<file path="config.mk">
export PLATFORM = sky130hd
export DESIGN_NAME = simon_control
export DESIGN_NICKNAME = d
export VERILOG_FILES = /design/src/rtl/simon_pkg.sv /design/src/rtl/simon_control.sv
export SDC_FILE = /design/constraint.sdc
export NUM_CORES = 1
export LEC_CHECK = 0
export CORE_MARGIN = 2
export CORE_UTILIZATION = 45
export CTS_CLUSTER_SIZE = 40
export DETAILED_ROUTE_END_ITERATION = 12
export HOLD_SLACK_MARGIN = 0.08
export PLACE_DENSITY = 0.79
export REMOVE_ABC_BUFFERS = 1
export SETUP_SLACK_MARGIN = 0.3
export SYNTH_ARGS = -nofsm -noshare
export SYNTH_HDL_FRONTEND = slang
export SYNTH_SLANG_ARGS = --single-unit
</file>
<file path="constraint.sdc">
create_clock -name clk -period 4.1 [get_ports clk]
set_input_delay 1.23 -clock clk [delete_from_list [all_inputs] [get_ports clk]]
set_output_delay 1.23 -clock clk [all_outputs]
set_load 0.05 [all_outputs]
</file>
<file path="src/rtl/simon_pkg.sv">
// Shared encodings for the Simon controller and datapath: game states,
// mode codes presented on the LEDs, and read-address mux selects.
package simon_pkg;

  localparam int SIMON_ADDR_W     = 6;
  localparam int SIMON_MAX_ROUNDS = 63;

  typedef enum logic [1:0] {
    ST_INPUT    = 2'd0,
    ST_PLAYBACK = 2'd1,
    ST_REPEAT   = 2'd2,
    ST_DONE     = 2'd3
  } state_t;

  localparam logic [2:0] MODE_INPUT    = 3'b001;
  localparam logic [2:0] MODE_PLAYBACK = 3'b010;
  localparam logic [2:0] MODE_REPEAT   = 3'b100;
  localparam logic [2:0] MODE_DONE     = 3'b111;

  localparam logic [1:0] SEL_PLAYBACK  = 2'b00;
  localparam logic [1:0] SEL_REPEAT    = 2'b01;
  localparam logic [1:0] SEL_DONE      = 2'b10;

endpackage

</file>
<file path="src/rtl/simon_control.sv">
// Simon game sequencer: stores a pattern, plays it back, checks the player's
// repeat, and tracks round count plus sticky win/lose outcome.
module simon_control
  import simon_pkg::*;
#(
  parameter int ADDR_W     = SIMON_ADDR_W,
  parameter int MAX_ROUNDS = SIMON_MAX_ROUNDS
) (
  input  logic              clk,
  input  logic              rst,
  input  logic              is_legal,
  input  logic              play_gt_count,
  input  logic              repeat_eq_play,
  input  logic              input_eq_pattern,
  output logic [1:0]        select,
  output logic [2:0]        mode_leds,
  output logic              w_en,
  output logic [ADDR_W-1:0] round,
  output logic              won,
  output logic              lost
);

  localparam logic [ADDR_W-1:0] LAST_ROUND = ADDR_W'(MAX_ROUNDS);

  state_t state;
  state_t state_nx;
  logic   round_inc;
  logic   set_won;
  logic   set_lost;

  always_comb begin
    state_nx  = state;
    round_inc = 1'b0;
    set_won   = 1'b0;
    set_lost  = 1'b0;
    case (state)
      ST_INPUT: begin
        if (is_legal) begin
          state_nx  = ST_PLAYBACK;
          round_inc = 1'b1;
        end
      end
      ST_PLAYBACK: begin
        if (play_gt_count) state_nx = ST_PLAYBACK == ST_PLAYBACK ? ST_REPEAT : ST_REPEAT;
      end
      ST_REPEAT: begin
        // A mismatch always wins over the final-round check so won/lost stay exclusive.
        if (!input_eq_pattern) begin
          state_nx = ST_DONE;
          set_lost = 1'b1;
        end else if (!repeat_eq_play) begin
          if (round == LAST_ROUND) begin
            state_nx = ST_DONE;
            set_won  = 1'b1;
          end else begin
            state_nx = ST_INPUT;
          end
        end
      end
      ST_DONE:  state_nx = ST_DONE;
      default:  state_nx = ST_INPUT;
    endcase
  end

  always_ff @(posedge clk) begin
    if (rst) begin
      state <= ST_INPUT;
      round <= '0;
      won   <= 1'b0;
      lost  <= 1'b0;
    end else begin
      state <= state_nx;
      if (round_inc && (round != LAST_ROUND)) round <= round + 1'b1;
      if (set_won)  won  <= 1'b1;
      if (set_lost) lost <= 1'b1;
    end
  end

  always_comb begin
    mode_leds = MODE_INPUT;
    select    = SEL_PLAYBACK;
    case (state)
      ST_PLAYBACK: begin
        mode_leds = MODE_PLAYBACK;
        select    = SEL_PLAYBACK;
      end
      ST_REPEAT: begin
        mode_leds = MODE_REPEAT;
        select    = SEL_REPEAT;
      end
      ST_DONE: begin
        mode_leds = MODE_DONE;
        select    = SEL_DONE;
      end
      default: begin
        mode_leds = MODE_INPUT;
        select    = SEL_PLAYBACK;
      end
    endcase
  end

  // Write strobe is Mealy so the pattern lands in memory on the accepting edge.
  assign w_en = (state == ST_INPUT) && is_legal && !rst;

endmodule

</file>
# Word level (Yosys, flattened, before mapping)
# Index checks and enable logic that the tools add are counted.
# word_totals
regBits	10
input_bits	6
output_inout_bits	14
# classes
addsub	1
n_eq_ne	8
muxes	16
n_reduce_logical	6
# op_table
operator	n
2-bit 2-to-1 mux	5
3-bit one-hot mux with 3 select lines	1
1-bit 2-to-1 mux	8
2-bit one-hot mux with 4 select lines	1
6-bit by 1-bit adder with 6-bit output (second input constant)	1
6-bit == test (second input constant)	1
6-bit inequality test (second input constant)	1
2-bit == test (second input constant)	2
2-bit inequality test (second input constant)	2
2-bit one-hot mux with 2 select lines	1
1-bit logical AND	3
3-bit inequality test (second input constant)	1
3-bit AND reduction	1
2-bit by 1-bit == test with 1-bit output (second input constant)	1
2-bit logical NOT	1
1-bit logical NOT	1

# Longest topological paths before layout
# Gate-level depths: netlist (run 1).
# depth
ltp_word	5
depth_mapped	5
ltp_nobuf	5

# Worst setup path after synthesis (run 1)
# No wires, ideal clock.
# synth_timing
kind	in2out
from	in rst
to	out w_en
t_arrival_ns	2.083
t_required_ns	2.870
path_slack_ns	0.787
stages	2
n_path_buf	1
cell_sequence	clkbuf_1 nor2_1
# synth_between
elab_chain_len	2
# synth_rtl
element	line_no	rtl
start: declaration	simon_control.sv:10	input logic rst,
1-bit logical NOT	simon_control.sv:103	assign w_en = (state == ST_INPUT) && is_legal && !rst;
1-bit logical AND	simon_control.sv:103	
end: declaration	simon_control.sv:17	output logic w_en,
# Every way passes these cells.

# Final worst setup path (run 1)
# layout_timing
from	in is_legal
to	out w_en
# layout_between
elab_chain_len	2
# layout_rtl
element	line_no	rtl
start: declaration	simon_control.sv:11	input logic is_legal,
1-bit logical AND (2 in a row)	simon_control.sv:103	
# Every way passes these cells.

==> out/summary.txt, run 1 <==
Clock Sinks - 10
CP startpoint - is_legal
Post-Route Skew - 0.005587 ns
Pins over their slew limit - 0
Port bufs - 19
Global-route wire length before repair - 2187 µm
GRT Util Overall - 0.2072
NetSw - 0.2240 mW
CP cell instances - clkdlybuf4s50_1 > nand2_1 > nor2_1 > buf_12
DIE WIDTH - 40.72 µm
Outcome - finished, final reports clean
Initial antenna violation count - 0
WL final - 1355 µm
Via/cell ratio - 5.355
Sequential fraction of the synthesis area - 0.3299
Via Count - 589
Grt ovf - 0
Highest Clock Rate - 286.2 MHz
HP Class - reg -> reg
Area grow syn2layout - 42.68%
Power Dens Cells - 566.6 nW/µm²
Critical path's slowest cell - clkdlybuf4s50_1
Clock H-tree levels - 1
Initial core utilization - 0.4722
Placed cell count - 106
Hold path startpoint - lost
Initial drt markers - 14
Antenna viol nets, final - 0
DIE AREA - 1658 µm²
Layout cells sized above 1 - 0.1158
Mapped Cells - 72
Slowest stage delay, CP - 0.57 ns
Slew Limit Headroom - 0.6661
Antenna diodes - 0
Clk slew on worst S/H paths - 0.07 ns
Reg2reg start - state[1]
DP Wirelength - 1003 µm
Crit end category - output pin
CTS max path bufs - 2
Buf+Inv Stages, Crit Path - 2
Sw frac - 0.4566
Actual slew at the worst max-slew pin - 0.4992 ns
Final hold slack - 0.4736 ns
Vias in the first global route - 493
CP Class - in -> out
Die Y - 40.72 µm
Post-cts sizing count - 0
RSZ-0062 raised after global routing - false
Period utilization - 0.8521
Seq pwr share - 0.258
Clock Latency Late Sink - 0.27 ns
Fillers - 114
Worst VDD drop - 0.3310 mV
Setup tns final - 0 ns
CP delay by family, top - buffers and inverters
Clk pwr share - 0.188
Pre-antenna DRT Iters - 5
Nets - 108
Hold Violations, Final - 0
Yosys warnings - 0
Syn avg cell area - 8.428 µm²
# rows - 13
CORE AREA - 1285 µm²
CTS tree - built
Tmin final - 3.494 ns
Pleak - 0.3486 nW
Max Fanout on Critical Path - 6
Critical Path AT - 2.26 ns
Max cap viols - 0
Gate power share - 0.554
Cts bufs inserted - 3
Synth Register Bits - 10
Setup bufs post-CTS - 0
Fin cells - 110
Netlist cell types - 31
Setup violators final - 0
Crit path launch type - input pin
DRC violation count after routing - 0
Mapped Area - 606.8 µm²
Cell-internal power - 0.2666 mW
Total Power - 0.4906 mW
Root Driver - clkbuf_4
Wirelength per Cell - 12.32 µm
IO Pins - 20
RePlAce Congestion - 0.7468
Most common cell after layout, fill and taps aside - clkdlybuf4s50_1
Commonest non-fill, non-tap cells in the layout - clkdlybuf4s50_1, dfxtp_1, nor2_1
Required time worst endpoint - 2.87 ns
CTS Hold Bufs - 0
Largest net degree at the start of global routing - 13
-- kinds of logic (layout without fill, tap and decap cells) --
| logic type | Yosys count | after routing | synth area share |
|---|---|---|---|
| AO/OA/AOI/OAI | 13 | 13 | 0.1629 |
| flip-flops | 10 | 10 | 0.3299 |
| buffers and inverters | 8 | 31 | 0.04947 |
| multiplexers | 3 | 3 | 0.05361 |
| adder cells (fa/ha/maj) | 6 | 6 | 0.1237 |
| AND/OR/NAND/NOR | 32 | 32 | 0.2804 |
-- power groups by stage --
stage               sequential, mW  clock, mW  combinational [mW]
detailed placement           0.129          0               0.271
global route                 0.129      0.101               0.294
CTS                          0.127     0.0961               0.272
global placement             0.129          0               0.268
finish                       0.127     0.0920               0.272
floorplan                    0.150          0               0.167
-- state kept, by name, summed over array words and instances (netlist names) --
| register | flops |
|---|---|
| round | 6 |
| lost | 1 |
| won | 1 |
| state | 2 |
-- stage by stage --
step	utilization	worst slack, ns	instance area [µm²]
2_1_floorplan	-	0.9358	603.1
3_3_place_gp	0.6456	0.6413	829.5
3_5_place_dp	0.6456	0.6203	829.5
4_1_cts	0.6738	0.6093	865.8
5_1_grt	0.6738	0.5251	865.8
6_report	0.6738	0.6064	865.8
-- area by class of cell --
type	instances	area [µm²]	share of cell area
multi-input combinational	54	376.6	0.4350
timing repair buffer	20	207.7	0.2399
inverter	7	26.28	0.03035
tap	15	18.77	0.02168
clock buffer	4	36.28	0.04191
sequential	10	200.2	0.2312
-- layer usage --
metal	vias up	GRT usage	wire length [µm]
met3	2	0.08152	91
met5	-	0	0
met4	0	0.08333	16
li1	309	-	-
met2	18	0.2579	583
met1	260	0.3069	664
-- worst paths after layout --
path	cells past startpoint	end	slack, ns
worst max register to register	5	round[3]	2.42
worst max-delay path	4	w_en	0.61
worst min register to register	2	lost	0.47
worst min-delay path	2	lost	0.47
-- synthesized netlist by cell type, drive strengths merged --
| cell type | count | share of area |
|---|---|---|
| dfxtp | 10 | 0.33 |
| nor2 | 9 | 0.056 |
| inv | 7 | 0.043 |
| ha | 6 | 0.12 |
| nand2 | 4 | 0.025 |
| nand2b | 3 | 0.031 |
| nand4 | 3 | 0.031 |
| nor2b | 3 | 0.031 |
| a21oi | 2 | 0.016 |
| a31oi | 2 | 0.021 |
| and3 | 2 | 0.023 |
| mux2 | 2 | 0.037 |
| nand3 | 2 | 0.016 |
| o311ai | 2 | 0.029 |
| a211oi | 1 | 0.012 |
| a221oi | 1 | 0.014 |
| a22oi | 1 | 0.012 |
| a41oi | 1 | 0.014 |
| and3b | 1 | 0.014 |
| clkbuf | 1 | 0.0062 |
| mux2i | 1 | 0.016 |
| nor3 | 1 | 0.0082 |
| nor3b | 1 | 0.012 |
| nor4 | 1 | 0.010 |
| o21bai | 1 | 0.012 |
| o311a | 1 | 0.016 |
| o41ai | 1 | 0.014 |
| or2 | 1 | 0.010 |
| or4 | 1 | 0.012 |
-- tightest hold or removal path, cell delays in order, from the launching register on --
cell and delay, ns:
dfxtp_1 0.33, a21oi_1 0.04, nor2_1 0.07
Power figures use the tool's default switching activity.
==> run 2: changes to the inputs <==
--- a/config.mk
+++ b/config.mk
@@ -7,6 +7,7 @@
 export LEC_CHECK = 0
 export CORE_MARGIN = 2
 export CORE_UTILIZATION = 45
+export CTS_CLUSTER_DIAMETER = 40
 export CTS_CLUSTER_SIZE = 40
 export DETAILED_ROUTE_END_ITERATION = 12
 export HOLD_SLACK_MARGIN = 0.08
==> results of run 2 <==
Same layout as run 1: the final DEF is identical, and so are final timing and power.
